**src/rtl/gate_pkg.sv**
```systemverilog
// Shared definitions for the gate sweep sequencer: FSM encoding, truth-table
// constants and the vector-index to gate-input mapping.
package gate_pkg;

    typedef enum logic [1:0] {
        ST_IDLE   = 2'd0,
        ST_SETTLE = 2'd1,
        ST_SAMPLE = 2'd2
    } state_t;

    localparam logic [3:0] TT_NOR  = 4'b0001;
    localparam logic [3:0] TT_OR   = 4'b1110;
    localparam logic [3:0] TT_AND  = 4'b1000;
    localparam logic [3:0] TT_NAND = 4'b0111;
    localparam logic [3:0] TT_XOR  = 4'b0110;

    // Vector index n drives {b,a} = n, so a is bit 0 and b is bit 1.
    function automatic logic [1:0] idx_to_ba(input logic [1:0] idx);
        return idx;
    endfunction

endpackage

```
**src/rtl/settle_timer.sv**
```systemverilog
// Loadable 4-bit down-counter that holds at zero; zero flags the end of a
// settle interval.
module settle_timer (
    input  logic       clk,
    input  logic       rst,
    input  logic       load,
    input  logic       en,
    input  logic [3:0] load_val,
    output logic       zero
);

    logic [3:0] r_cnt;

    always_ff @(posedge clk) begin
        if (rst) begin
            r_cnt <= 4'd0;
        end else if (load) begin
            r_cnt <= load_val;
        end else if (en && (r_cnt != 4'd0)) begin
            r_cnt <= r_cnt - 4'd1;
        end
    end

    assign zero = (r_cnt == 4'd0);

endmodule

```
**src/rtl/gate_sweep_ctrl.sv**
```systemverilog
// Steps a 2-input gate through all four input vectors, samples its output
// after a settle interval and reports per-vector mismatches against EXPECT.
module gate_sweep_ctrl
    import gate_pkg::*;
#(
    parameter int unsigned SETTLE = 1,
    parameter logic [3:0]  EXPECT = TT_NOR
) (
    input  logic       clk,
    input  logic       rst,
    input  logic       start,
    input  logic       loop_en,
    input  logic       c_i,
    output logic       a_o,
    output logic       b_o,
    output logic       busy,
    output logic       done,
    output logic       pass,
    output logic [3:0] fail_mask,
    output logic [2:0] err_count
);

    localparam logic [3:0] WLOAD = 4'(SETTLE - 1);

    state_t     r_state,     w_state_nxt;
    logic [1:0] r_idx,       w_idx_nxt;
    logic [3:0] r_work_mask, w_work_mask_nxt;
    logic [2:0] r_work_cnt,  w_work_cnt_nxt;
    logic       r_busy,      w_busy_nxt;
    logic       r_done,      w_done_nxt;
    logic       r_pass,      w_pass_nxt;
    logic [3:0] r_fail_mask, w_fail_mask_nxt;
    logic [2:0] r_err_count, w_err_count_nxt;

    logic       w_tmr_load;
    logic       w_tmr_en;
    logic       w_tmr_zero;
    logic       w_mis;
    logic [3:0] w_mask_fin;
    logic [2:0] w_cnt_fin;
    logic [1:0] w_ba;

    settle_timer u_timer (
        .clk      (clk),
        .rst      (rst),
        .load     (w_tmr_load),
        .en       (w_tmr_en),
        .load_val (WLOAD),
        .zero     (w_tmr_zero)
    );

    always_ff @(posedge clk) begin
        if (rst) begin
            r_state     <= ST_IDLE;
            r_idx       <= 2'd0;
            r_work_mask <= 4'd0;
            r_work_cnt  <= 3'd0;
            r_busy      <= 1'b0;
            r_done      <= 1'b0;
            r_pass      <= 1'b0;
            r_fail_mask <= 4'd0;
            r_err_count <= 3'd0;
        end else begin
            r_state     <= w_state_nxt;
            r_idx       <= w_idx_nxt;
            r_work_mask <= w_work_mask_nxt;
            r_work_cnt  <= w_work_cnt_nxt;
            r_busy      <= w_busy_nxt;
            r_done      <= w_done_nxt;
            r_pass      <= w_pass_nxt;
            r_fail_mask <= w_fail_mask_nxt;
            r_err_count <= w_err_count_nxt;
        end
    end

    always_comb begin
        w_state_nxt     = r_state;
        w_idx_nxt       = r_idx;
        w_work_mask_nxt = r_work_mask;
        w_work_cnt_nxt  = r_work_cnt;
        w_busy_nxt      = r_busy;
        w_done_nxt      = 1'b0;
        w_pass_nxt      = r_pass;
        w_fail_mask_nxt = r_fail_mask;
        w_err_count_nxt = r_err_count;
        w_tmr_load      = 1'b0;
        w_tmr_en        = 1'b0;

        // Mismatch for the vector currently on the gate, folded into the
        // working results so the last vector can be committed on its own edge.
        w_mis             = c_i ^ EXPECT[r_idx];
        w_mask_fin        = r_work_mask;
        w_mask_fin[r_idx] = w_mis;
        w_cnt_fin         = r_work_cnt + 3'(w_mis);

        case (r_state)
            ST_IDLE: begin
                if (start) begin
                    w_idx_nxt       = 2'd0;
                    w_work_mask_nxt = 4'd0;
                    w_work_cnt_nxt  = 3'd0;
                    w_busy_nxt      = 1'b1;
                    w_tmr_load      = 1'b1;
                    w_state_nxt     = ST_SETTLE;
                end
            end
            ST_SETTLE: begin
                w_tmr_en = 1'b1;
                if (w_tmr_zero) begin
                    w_state_nxt = ST_SAMPLE;
                end
            end
            ST_SAMPLE: begin
                w_work_mask_nxt = w_mask_fin;
                w_work_cnt_nxt  = w_cnt_fin;
                if (r_idx != 2'd3) begin
                    w_idx_nxt   = r_idx + 2'd1;
                    w_tmr_load  = 1'b1;
                    w_state_nxt = ST_SETTLE;
                end else begin
                    w_fail_mask_nxt = w_mask_fin;
                    w_err_count_nxt = w_cnt_fin;
                    w_pass_nxt      = (w_cnt_fin == 3'd0);
                    w_done_nxt      = 1'b1;
                    w_idx_nxt       = 2'd0;
                    w_work_mask_nxt = 4'd0;
                    w_work_cnt_nxt  = 3'd0;
                    if (loop_en) begin
                        w_tmr_load  = 1'b1;
                        w_state_nxt = ST_SETTLE;
                    end else begin
                        w_busy_nxt  = 1'b0;
                        w_state_nxt = ST_IDLE;
                    end
                end
            end
            default: begin
                w_state_nxt = ST_IDLE;
            end
        endcase
    end

    assign w_ba      = idx_to_ba(r_idx);
    assign a_o       = w_ba[0];
    assign b_o       = w_ba[1];
    assign busy      = r_busy;
    assign done      = r_done;
    assign pass      = r_pass;
    assign fail_mask = r_fail_mask;
    assign err_count = r_err_count;

endmodule

```
**config.mk**
```make
export PLATFORM = sky130hd
export DESIGN_NAME = gate_sweep_ctrl
export DESIGN_NICKNAME = d
export VERILOG_FILES = /design/src/rtl/gate_pkg.sv /design/src/rtl/settle_timer.sv /design/src/rtl/gate_sweep_ctrl.sv
export SDC_FILE = /design/constraint.sdc
export NUM_CORES = 1
export LEC_CHECK = 0
export CAP_MARGIN = 20
export CORE_ASPECT_RATIO = 0.6
export CORE_MARGIN = 1.5
export CORE_UTILIZATION = 40
export CTS_CLUSTER_SIZE = 20
export DETAILED_ROUTE_END_ITERATION = 12
export DONT_BUFFER_PORTS = 1
export GPL_ROUTABILITY_DRIVEN = 0
export PLACE_DENSITY = 0.56
export SKIP_LAST_GASP = 1
export SLEW_MARGIN = 40
export SYNTH_ARGS = -nofsm -noshare
export SYNTH_HDL_FRONTEND = slang
export SYNTH_SLANG_ARGS = --single-unit
```
**constraint.sdc**
```tcl
create_clock -name clk -period 5.85 [get_ports clk]
set_clock_uncertainty 0.2 [all_clocks]
set_input_delay 1.17 -clock clk [delete_from_list [all_inputs] [get_ports clk]]
set_output_delay 1.17 -clock clk [all_outputs]
set_load 0.01 [all_outputs]
```
==> results.json, run 1 <==
{
  "outcome": "complete, no violations",
  "diodes": 0,
  "die_w_um": 71.1,
  "drc": 0,
  "maxCapViolCount": 0,
  "slew_violations": 0,
  "start_util_pct": 43.2,
  "ys_types": 32,
  "pwr-share-seq_pct": 51.2,
  "multi_input_area_um2": 577,
  "drt.antenna.violating_nets": 0,
  "min_path_type": "reg2reg",
  "worst_path_most_repeated_cell": "ha_1",
  "period_needed_ps": 2810,
  "postCtsResizedCells": 0,
  "critPathMaxFanout": 4,
  "layout_setup_ws_ps": 3040,
  "whs_path_depth": 2,
  "switching_power_mw": 0.0673,
  "holdBufCountCts": 0,
  "synth.most_common_cell": "dfxtp_1",
  "ys_seq_area_share_pct": 43.2,
  "yosys-top-cells-count": "dfxtp_1 (24), a21oi_1 (16), nand2_1 (12), nor2_1 (11)",
  "syn_area_um2": 1110,
  "htreeDepth": 1,
  "antenna_found_initial": 0,
  "area_growth_pct": 7.42,
  "routed_wl_mm": 2.19,
  "rsz0062_at_grt": "no",
  "pwr-share-clk_pct": 43.9,
  "ys_ff_latch": 24,
  "end_kind": "register",
  "yosys-top-cells-area": "dfxtp_1 (43%), ha_1 (7.9%), a21oi_1 (7.2%)",
  "synth_top_area_cell": "dfxtp_1",
  "dieHeight_um": 43.8,
  "boundaryPins": 17,
  "yosys_warnings": 0,
  "cts_buffers": 3,
  "r2r_cells": 8,
  "cts_buffer_depth": 2,
  "crit_type": "in2reg",
  "synth_cells": 128,
  "synth_edf_count": 0,
  "crit_chain": "xnor2_1, inv_1, ha_1, ha_1, or4_1, a21oi_1",
  "worstMarginPinSlew_ps": 735,
  "vdd_ir_drop_max_mv": 0.0893,
  "clock_sinks": 24,
  "cts_tree": "built",
  "layout.nets": 138,
  "ys.flop_type": "dfxtp_1",
  "grt_pass1_vias": 784,
  "drtIter0Drc": 108,
  "hp-start": "r_work_mask[0]",
  "hold_viol": 0,
  "power_frac_comb_pct": 5.0,
  "setup_violations": 0,
  "synth_fp_nets": 140,
  "rows": 14,
  "yosysTopAreaCellShare_pct": 43.2,
  "fin_cells": 157,
  "reg2reg_to": "pass",
  "cp.required_ps": 5850,
  "slew_headroom_pct": 50.9,
  "r2r-start": "r_idx[0]",
  "path_clk_slew_ps": 90,
  "dp_hpwl_mm": 1.56,
  "via_count": 895,
  "slowest_stage": "or4_1",
  "cp-start-kind": "input pin",
  "setup_tns_ps": 0,
  "fillers": 249,
  "post-cts-setup-buffers": 0,
  "regArea_um2": 480,
  "vias_per_cell": 5.70,
  "insertion_delay_ps": 270,
  "syn_avg_cell_area_um2": 8.69,
  "dp_slack_ps": 2780,
  "track_usage_pct": 15.9,
  "p_int_mw": 0.264,
  "grt_pass1_wl_mm": 3.72,
  "hold_path_end": "r_work_mask[0]",
  "post-route-period-util_pct": 48.0,
  "io_buffer_count": 0,
  "fmax_mhz": 356,
  "reg2reg_slack_ps": 3060,
  "powerDensity_nw_per_um2": 277,
  "synthArstFlopShare_pct": 0,
  "die_area_um2": 3120,
  "dp_cells": 153,
  "power_leakage_nw": 0.425,
  "p_sw_share_pct": 20.3,
  "cts-root-buf": "clkbuf_8",
  "cp_slowest_stage_delay_ps": 510,
  "wl_per_cell_um": 13.9,
  "cp_data_arrival_time_ps": 2810,
  "core_um2": 2570,
  "gr-total-overflow": 0,
  "first_pass_iters": 4,
  "drive_above_1_share_pct": 5.60,
  "grt_max_degree": 22
}
cells in the final DEF (no fill, tap or decap), drive strengths merged, types with 3 or more instances in the layout:
cell type,count
a21oi,16
o21ai,5
nor4b,3
clkbuf,3
inv,7
nor2,11
ha,7
dfxtp,24
nand2,12
nand3b,3
nand3,3
power by group through the flow:
stage,clock [mW],sequential [mW],combinational [mW]
global placement,0,0.173,0.0160
global route,0.156,0.170,0.0186
floorplan,0,0.171,0.0169
detailed placement,0,0.173,0.0162
CTS,0.149,0.169,0.0164
finish,0.145,0.169,0.0164
sequential cells by signal, summed over array words and instances, names as in the netlist:
| signal | flops |
|---|---|
| busy | 1 |
| u_timer.r_cnt | 4 |
| r_idx | 2 |
| r_work_cnt | 3 |
| done | 1 |
| r_state | 2 |
| pass | 1 |
| r_work_mask | 3 |
| fail_mask | 4 |
| err_count | 3 |
layout make-up:
type	count	share of cell area, %
multi-input combinational	90	48.3
inverter	7	2.20
tap	32	3.35
clock inverter	1	2.51
sequential	24	40.2
clock buffer	3	3.46
worst max-delay path, delay by kind of cell:
kind	cells	cell delay (ps)
compound gates	1	180
xor+xnor	1	310
fa+ha+maj	2	500
buf+inv	1	130
simple gates	1	510
worst max path at each step:
stage	start	endpoint	slack, ps	depth (start not counted)
2_1_floorplan	c_i	pass	2970	6
3_3_place_gp	c_i	pass	2850	6
3_5_place_dp	c_i	pass	2780	6
4_1_cts	r_idx[0]	pass	3060	8
5_1_grt	r_idx[0]	pass	2840	8
6_report	c_i	pass	3040	6
layer usage:
layer	part of all wire (%)	track usage, %	vias up
met5	0	0	-
met4	0.37	4.53	0
met3	8.8	7.44	2
met2	37	20.2	28
met1	53	23.7	417
li1	-	-	448
cell families after synthesis:
kind of cell | after synthesis | share of synthesized area [%]
DFF | 24 | 43.2
xor gates and xnor gates | 2 | 1.58
adders and majority gates | 7 | 7.87
and+or+nand+nor | 48 | 24.4
AOI/OAI and AO/OA | 33 | 18.0
buffers and inverters | 14 | 4.95
stage by stage:
step / cell area, um2 / utilization, % / hold WS [ps] / power (mW)
floorplan: 1110 / - / 250 / 0.188
global placement: 1120 / 43.6 / 251 / 0.189
CTS: 1190 / 46.4 / 280 / 0.335
global route: 1190 / 46.4 / 307 / 0.345
detailed placement: 1120 / 43.6 / 267 / 0.189
finish: 1190 / 46.4 / 274 / 0.331
Note: power is estimated with default switching activity, not from simulation.
==> run 2: changes to the inputs <==
--- a/config.mk
+++ b/config.mk
@@ -13,7 +13,7 @@
 export DETAILED_ROUTE_END_ITERATION = 12
 export DONT_BUFFER_PORTS = 1
 export GPL_ROUTABILITY_DRIVEN = 0
-export PLACE_DENSITY = 0.56
+export PLACE_DENSITY = 0.58
 export SKIP_LAST_GASP = 1
 export SLEW_MARGIN = 40
 export SYNTH_ARGS = -nofsm -noshare
==> constraint.sdc (replaced) <==
create_clock -name clk -period 2.47 [get_ports clk]
set_clock_uncertainty 0.2 [all_clocks]
set_input_delay 0.494 -clock clk [delete_from_list [all_inputs] [get_ports clk]]
set_output_delay 0.494 -clock clk [all_outputs]
set_load 0.01 [all_outputs]
==> run 2 against run 1 <==
Compared with the run above:
- core utilization grew 1.8 points
- first-iteration DRC count shrank 51%
- setup slack lost 2900 ps
- critical endpoint unchanged
- largest power group unchanged
==> results.json, run 2 (synthesis results as in run 1) <==
{
  "multi_input_area_um2": 587,
  "slew_headroom_pct": 65.7,
  "start_util_pct": 43.2,
  "crit_type": "reg2reg",
  "cp_data_arrival_time_ps": 2330,
  "slowest_stage": "or4_1",
  "fmax_mhz": 430,
  "cts_tree": "built",
  "worstMarginPinSlew_ps": 512,
  "via_count": 902,
  "crit_end": "pass",
  "die_w_um": 71.1,
  "cp.required_ps": 2480,
  "antenna_found_initial": 0,
  "htreeDepth": 1,
  "die_area_um2": 3120,
  "drt.antenna.violating_nets": 0,
  "wl_per_cell_um": 14.9,
  "diodes": 0,
  "vdd_ir_drop_max_mv": 0.279,
  "path_clk_slew_ps": 90,
  "r2r-start": "r_idx[0]",
  "drive_above_1_share_pct": 10.8,
  "powerDensity_nw_per_um2": 643,
  "startpoint": "r_idx[0]",
  "crit_cells": 8,
  "drtIter0Drc": 53,
  "crit_chain": "inv_1, ha_2, xnor2_2, inv_1, ha_1, ha_1, or4_1, a21oi_1",
  "dp_cells": 158,
  "power_leakage_nw": 0.455,
  "area_growth_pct": 11.7,
  "power_frac_comb_pct": 6.1,
  "final_cell_mix": "dfxtp_1 (24), a21oi_1 (16), nand2_1 (12)",
  "critPathMaxFanout": 5,
  "rsz0062_at_grt": "no",
  "fin_cells": 162,
  "hold_viol": 0,
  "layout.nets": 143,
  "cts-root-buf": "clkbuf_8",
  "core_um2": 2570,
  "grt_max_degree": 22,
  "setup_tns_ps": 0,
  "grt_pass1_vias": 850,
  "placed_area_um2": 1170,
  "end_kind": "register",
  "track_usage_pct": 17.2,
  "pwr-share-clk_pct": 43.7,
  "regArea_um2": 480,
  "whs_path_depth": 1,
  "layout_commonest_cell": "dfxtp_1",
  "dp_hpwl_mm": 1.68,
  "vias_per_cell": 5.57,
  "post-route-period-util_pct": 94.1,
  "maxCapViolCount": 0,
  "cts_buffer_depth": 2,
  "grt_pass1_wl_mm": 4.11,
  "critPathTopFamily": "adder cells",
  "setup_violations": 0,
  "cp_slowest_stage_delay_ps": 510,
  "r2r_cells": 8,
  "gr-total-overflow": 0,
  "first_pass_iters": 4,
  "fillers": 257,
  "holdBufCountCts": 0,
  "period_needed_ps": 2330,
  "clock_sinks": 24,
  "slew_violations": 0,
  "p_sw_share_pct": 21.1,
  "pwr-share-seq_pct": 50.2,
  "reg2reg_to": "pass",
  "reg2reg_slack_ps": 140,
  "min_path_type": "in2reg",
  "io_buffer_count": 0,
  "outcome": "complete, no violations",
  "drc": 0,
  "stdcell_area_um2": 1240,
  "routed_wl_mm": 2.42,
  "rows": 14,
  "boundaryPins": 17,
  "insertion_delay_ps": 270,
  "dieHeight_um": 43.8,
  "post-cts-setup-buffers": 0,
  "cp-start-kind": "register",
  "p_int_mw": 0.631,
  "cts_buffers": 3,
  "path_buf_inv": 2,
  "switching_power_mw": 0.168,
  "postCtsResizedCells": 0
}
run 2: changes by cell type in the layout (fill, tap and decap cells not counted), sizes merged:
cell	change
buf	+5
run 2: metal layers:
layer  vias to the layer above  track usage, %  wire length [um]
met5                         -               0                 0
met4                         0            4.53                17
met3                         2            5.35               130
met1                       424            26.7              1360
met2                        19            22.6               905
li1                        457               -                 -
run 2: power by group through the flow:
stage	logic, mW	clock network (mW)	registers [mW]
global placement	0.0463	0	0.410
finish	0.0486	0.349	0.401
CTS	0.0480	0.354	0.401
floorplan	0.0412	0	0.405
detailed placement	0.0477	0	0.410
global route	0.0533	0.369	0.402
run 2: how the worst min path moves through the flow:
stage                               from             end  slack, ps
after global routing                 rst      r_state[0]         70
after CTS                            rst    fail_mask[1]         80
final                                rst    fail_mask[0]         80
after global placement    r_work_mask[2]  r_work_mask[2]        260
after detailed placement  r_work_mask[0]  r_work_mask[0]        270
after floorplan           r_work_mask[0]  r_work_mask[0]        250
run 2: stage by stage:
step           setup WS (ps)  utilization [%]  hold slack [ps]  power (mW)
2_1_floorplan           55.0                -              250       0.446
5_1_grt                 5.29             48.3             70.5       0.824
3_3_place_gp             204             45.4              258       0.457
4_1_cts                  111             48.2             76.5       0.803
6_report                 145             48.3             79.4       0.799
3_5_place_dp             135             45.4              266       0.458
run 2: final cells by class:
cell class / instances / area share [%]
repair buffers: 5 / 3.02
flip-flops and latches: 24 / 38.7
multi-input cells: 90 / 47.2
clock buffers: 3 / 3.32
inverters: 7 / 2.11
clock inverters: 1 / 2.42
well taps: 32 / 3.22
==> run 3: changes to the inputs <==
--- a/config.mk
+++ b/config.mk
@@ -8,12 +8,12 @@
 export CAP_MARGIN = 20
 export CORE_ASPECT_RATIO = 0.6
 export CORE_MARGIN = 1.5
-export CORE_UTILIZATION = 40
+export CORE_UTILIZATION = 35
 export CTS_CLUSTER_SIZE = 20
 export DETAILED_ROUTE_END_ITERATION = 12
 export DONT_BUFFER_PORTS = 1
 export GPL_ROUTABILITY_DRIVEN = 0
-export PLACE_DENSITY = 0.58
+export PLACE_DENSITY = 0.53
 export SKIP_LAST_GASP = 1
 export SLEW_MARGIN = 40
 export SYNTH_ARGS = -nofsm -noshare
==> run 3 against run 2 <==
Compared with the run above:
- critical path depth unchanged
- register-to-register slack about the same
- non-clock buffer count increased by 1
- sequential power about the same
- critical path type unchanged
- highest routed layer unchanged
==> results.json, run 3 (synthesis results as in run 1) <==
{
  "cts-root-buf": "clkbuf_8",
  "clock_sinks": 24,
  "gr-total-overflow": 0,
  "r2r_cells": 8,
  "htreeDepth": 1,
  "worst_path_most_repeated_cell": "ha_1",
  "layout.nets": 144,
  "cp_slowest_stage_delay_ps": 510,
  "cp.required_ps": 2470,
  "diodes": 0,
  "multi_input_area_um2": 584,
  "crit_chain": "inv_1, ha_1, xnor2_2, inv_1, ha_1, ha_1, or4_1, a21oi_1",
  "insertion_delay_ps": 270,
  "powerDensity_nw_per_um2": 630,
  "io_buffer_count": 0,
  "wl_per_cell_um": 14.0,
  "critPathMaxFanout": 3,
  "reg2reg_to": "pass",
  "holdBufCountCts": 0,
  "cts_buffer_depth": 2,
  "dp_hpwl_mm": 1.76,
  "area_growth_pct": 13.3,
  "die_area_um2": 3540,
  "power_leakage_nw": 0.460,
  "fmax_mhz": 431,
  "cts_buffers": 3,
  "post-route-period-util_pct": 93.9,
  "first_pass_iters": 4,
  "crit_type": "reg2reg",
  "setup_tns_ps": 0,
  "via_count": 888,
  "cts_tree": "built",
  "min_path_type": "in2reg",
  "grt_pass1_wl_mm": 3.76,
  "drtIter0Drc": 83,
  "whs_ps": 83.6,
  "worstMarginPinSlew_ps": 546,
  "end_kind": "register",
  "core_um2": 2950,
  "cp-start-kind": "register",
  "layout_commonest_cell": "dfxtp_1",
  "hold_viol": 0,
  "boundaryPins": 17,
  "dieHeight_um": 46.7,
  "drt.antenna.violating_nets": 0,
  "period_needed_ps": 2320,
  "crit_cells": 8,
  "crit_end": "pass",
  "drive_above_1_share_pct": 10.7,
  "vdd_ir_drop_max_mv": 0.255,
  "setup_violations": 0,
  "drc": 0,
  "final_cell_mix": "dfxtp_1 (24), a21oi_1 (16), nand2_1 (12)",
  "r2r-start": "r_idx[0]",
  "slew_headroom_pct": 63.5,
  "antenna_found_initial": 0,
  "slowest_stage": "or4_1",
  "rsz0062_at_grt": "no",
  "path_buf_inv": 2,
  "routed_wl_mm": 2.43,
  "grt_pass1_vias": 764,
  "track_usage_pct": 14.8,
  "die_w_um": 75.8,
  "rows": 15,
  "vias_per_cell": 5.13,
  "critPathTopFamily": "adder cells",
  "maxCapViolCount": 0,
  "regArea_um2": 480,
  "postCtsResizedCells": 0,
  "reg2reg_slack_ps": 150,
  "startpoint": "r_idx[0]",
  "slew_violations": 0,
  "path_clk_slew_ps": 90,
  "post-cts-setup-buffers": 0,
  "fillers": 313,
  "outcome": "complete, no violations",
  "start_util_pct": 37.7,
  "cp_data_arrival_time_ps": 2320,
  "grt_max_degree": 22
}
run 3: changes by cell type in the layout (fill, tap and decap cells not counted), sizes merged:
cell,change
buf,+1
run 3: worst min path at each step:
stage | start | to | slack [ps] | depth (start not counted)
floorplan | r_work_mask[0] | r_work_mask[0] | 250 | 2
global placement | r_work_mask[0] | r_work_mask[0] | 260 | 2
detailed placement | r_work_mask[2] | r_work_mask[2] | 260 | 2
CTS | rst | fail_mask[2] | 70 | 1
global route | rst | fail_mask[0] | 70 | 1
finish | rst | r_state[0] | 80 | 1
run 3: metrics by stage:
step / util, % / total power, mW / area (um2) / setup slack [ps] / cells
finish: 42.8 / 0.794 / 1260 / 151 / 173
global route: 42.8 / 0.820 / 1260 / 42.4 / 173
CTS: 42.8 / 0.806 / 1260 / 163 / 173
detailed placement: 40.3 / 0.459 / 1190 / 182 / 169
global placement: 40.3 / 0.458 / 1190 / 258 / 169
floorplan: - / 0.446 / 1120 / 55.0 / 128
run 3: routing by layer:
metal	share of wire [%]	GRT usage, %	up-vias	routed length, um
li1	-	-	460	-
met1	58	23.9	408	1410
met2	36	17.6	18	884
met3	5.0	5.25	2	122
met4	0.49	3.21	0	12
met5	0	0	-	0
run 3: cell type report:
cell class / count / share of cell area (%)
repair buffers: 6 / 3.57
multi-input cells: 90 / 46.4
inverters: 7 / 2.09
clock inverters: 1 / 2.38
flip-flops and latches: 24 / 38.1
well taps: 42 / 4.17
clock buffers: 3 / 3.28
run 3: power by group:
part | switching (mW) | internal [mW] | leakage, nW
logic | 0.0261 | 0.0227 | 0.230
registers | 0.00918 | 0.392 | 0.194
clock network | 0.128 | 0.217 | 0.0357
total | 0.163 | 0.631 | 0.460
==> RTL edit: new RTL, settings of run 3 <==
Reset style: asynchronous (`rst`), changed in 2 clocked blocks.
--- a/src/rtl/settle_timer.sv
+++ b/src/rtl/settle_timer.sv
@@ -12,5 +12,5 @@
     logic [3:0] r_cnt;
 
-    always_ff @(posedge clk) begin
+    always_ff @(posedge clk or posedge rst) begin
         if (rst) begin
             r_cnt <= 4'd0;
--- a/src/rtl/gate_sweep_ctrl.sv
+++ b/src/rtl/gate_sweep_ctrl.sv
@@ -50,5 +50,5 @@
     );
 
-    always_ff @(posedge clk) begin
+    always_ff @(posedge clk or posedge rst) begin
         if (rst) begin
             r_state     <= ST_IDLE;
Check against the original RTL: differs if rst is asserted again (counterexample within 4 cycles, from zero or initial values and one cycle with rst high); with rst held inactive, the same outputs for 10 cycles.
==> RTL edit against run 3 <==
Sequential cell count did not move. Cell area up 1.9%. Setup slack improved by 120 ps. Die area up 6.2%. Area after synthesis grew 6.5%. Wire length is 12% lower. Largest cell class is now sequential cells.
Power is not compared: it rests on default switching activity, and its combinational part moved more than twofold at a synthesized area within 25%.
==> RTL edit: results (changes against run 3) <==
| Metric | Value |
|---|---|
| Crit-path max FO | 6 (was 3) |
| Fin nets | 125 (was 144) |
| Area contributors post-synth | dfrtp_1 51%, ha_1 8.4%, o21ai_0 4.6%, inv_1 3.5%, a21oi_1 3.4% (was dfxtp_1 43%, ha_1 7.9%, a21oi_1 7.2%, nand2_1 4.0%, nor2_1 3.7%) |
| DPL Wire Length | 1600 um (was 1760 um) |
| CTS buffer count | 3 (unchanged) |
| Worst r2r path cells | 8 (unchanged) |
| Worst hold path cell count | 2 (was 1) |
| Hold_sp | start (was rst) |
| Psw | roughly 0.62 mW |
| Vias in the first global route | 753 (was 764) |
| Min Tclk post-route | 2200 ps (was 2320 ps) |
| Status | completed (unchanged) |
| H-Tree Level Count | 1 (unchanged) |
| Syn nets | 121 (was 140) |
| IO buf count | 0 (unchanged) |
| Longest Clk Path Bufs | 2 (unchanged) |
| Ys async rst share | 100% (was 0%) |
| Worst skew pair latency | 260 ps |
| Drt first-iter violations | 48 (was 83) |
| Post-CTS Resized | 0 (unchanged) |
| Rel. slew slack | 66.0% (was 63.5%) |
| First-pass GRT wire length | 3750 um (was 3760 um) |
| Worst Hold End | busy (was r_state[0]) |
| Post-synth cell types | 29 (was 32) |
| Hold Path Class | in -> reg (unchanged) |
| Peak VDD IR | approximately 0.38 mV |
| Commonest cells in the netlist | 24 x dfrtp_1, 11 x inv_1, 11 x o21ai_0 (was 24 x dfxtp_1, 16 x a21oi_1, 12 x nand2_1) |
| Largest net degree at the start of global routing | 25 (was 22) |
| LEAKAGE | 0.606 nW |
| Fillers | 326 (was 313) |
| WL final | 2140 um (was 2430 um) |
| CP arrival | 2150 ps (was 2320 ps) |
| Share of layout cells above drive strength 1 | 10.0% (was 10.7%) |
| Antenna Cells | 0 (unchanged) |
| Dpl ws | 305 ps (was 182 ps) |
| R2r endpoint | pass (unchanged) |
| Synth warn | 0 (unchanged) |
| Clk slew on worst S/H paths | 80 ps |
| Setup Buffers After CTS | 0 (unchanged) |
| First drt pass iteration count | 4 (unchanged) |
| Clock Tree Root | clkbuf_8 (unchanged) |
| DR vias/cell | 5.03 (was 5.13) |
| Total GRT Usage | 13.5% (was 14.8%) |
| Register area share after synthesis | 50.7% (was 43.2%) |
| RR Startpoint | r_idx[0] (unchanged) |
## RTL edit: changes by cell type in the layout (fill, tap and decap cells not counted), moves of 3 or more
cell,before,now
o21ai_0,5,11
nor2_1,11,3
a21oi_1,16,8
buf_4,6,2
nand2_1,12,5
dfxtp_1,24,0
inv_1,7,11
a32o_1,0,4
dfrtp_1,0,24
a22o_1,0,3
mux2_2,0,3
nor4b_1,3,0
## RTL edit: worst max-delay path by stage
stage | cells after the start | end | from
CTS | 8 | pass | r_idx[0]
global route | 8 | pass | r_idx[0]
detailed placement | 8 | pass | r_idx[0]
finish | 8 | pass | r_idx[0]
global placement | 8 | pass | r_idx[0]
floorplan | 8 | pass | r_idx[0]
## RTL edit: repair_timing
action,4_1_cts,5_1_grt
endpoints found under the hold margin,24,0
setup endpoints to repair,0,0
hold buffers,1,0
## RTL edit: layout make-up
| type | count | share of cell area, % |
|---|---|---|
| Sequential cell | 24 | 46.8 |
| Multi-Input combinational cell | 69 | 40.4 |
| Tap cell | 45 | 4.39 |
| Clock buffer | 3 | 3.22 |
| Inverter | 11 | 3.22 |
| Timing Repair Buffer | 3 | 1.95 |
## RTL edit: power by group through the flow
| stage | logic (mW) | registers [mW] | clock network, mW |
|---|---|---|---|
| after floorplan | 0.539 | 0.649 | 0 |
| after global placement | 0.609 | 0.709 | 0 |
| after detailed placement | 0.625 | 0.713 | 0 |
| after CTS | 0.630 | 0.706 | 0.238 |
| after global routing | 0.711 | 0.727 | 0.254 |
| final | 0.621 | 0.704 | 0.224 |
## RTL edit: cell families after synthesis
logic type / Yosys count / share of synthesized area, %
fa+ha+maj: 8 / 8.45
mux: 5 / 4.54
compound gates: 33 / 18.2
xor+xnor: 2 / 1.48
flops: 24 / 50.7
buf+inv: 15 / 5.49
simple gates: 21 / 11.2
## RTL edit: through the flow
step,hold slack [ps],std cells,area (sq um),power (mW)
finish,214,155,1280,1.55
CTS,208,155,1280,1.57
global route,229,155,1280,1.69
global placement,253,151,1230,1.32
floorplan,261,108,1180,1.19
detailed placement,263,151,1230,1.34
## RTL edit: metal layers
metal	up-vias	GRT usage, %	share of wire [%]
met2	18	20.0	41
met5	-	0	0
met1	371	18.0	51
li1	388	-	-
met3	3	6.67	8.0
met4	0	3.21	0.47
## RTL edit: worst max-delay path, cell delays in order (launching register included)
cell	delay, ps
dfrtp_1	480
inv_1	100
ha_1	260
xor2_1	230
ha_1	200
ha_1	180
xor2_1	160
nor2_1	70
a22o_1	200
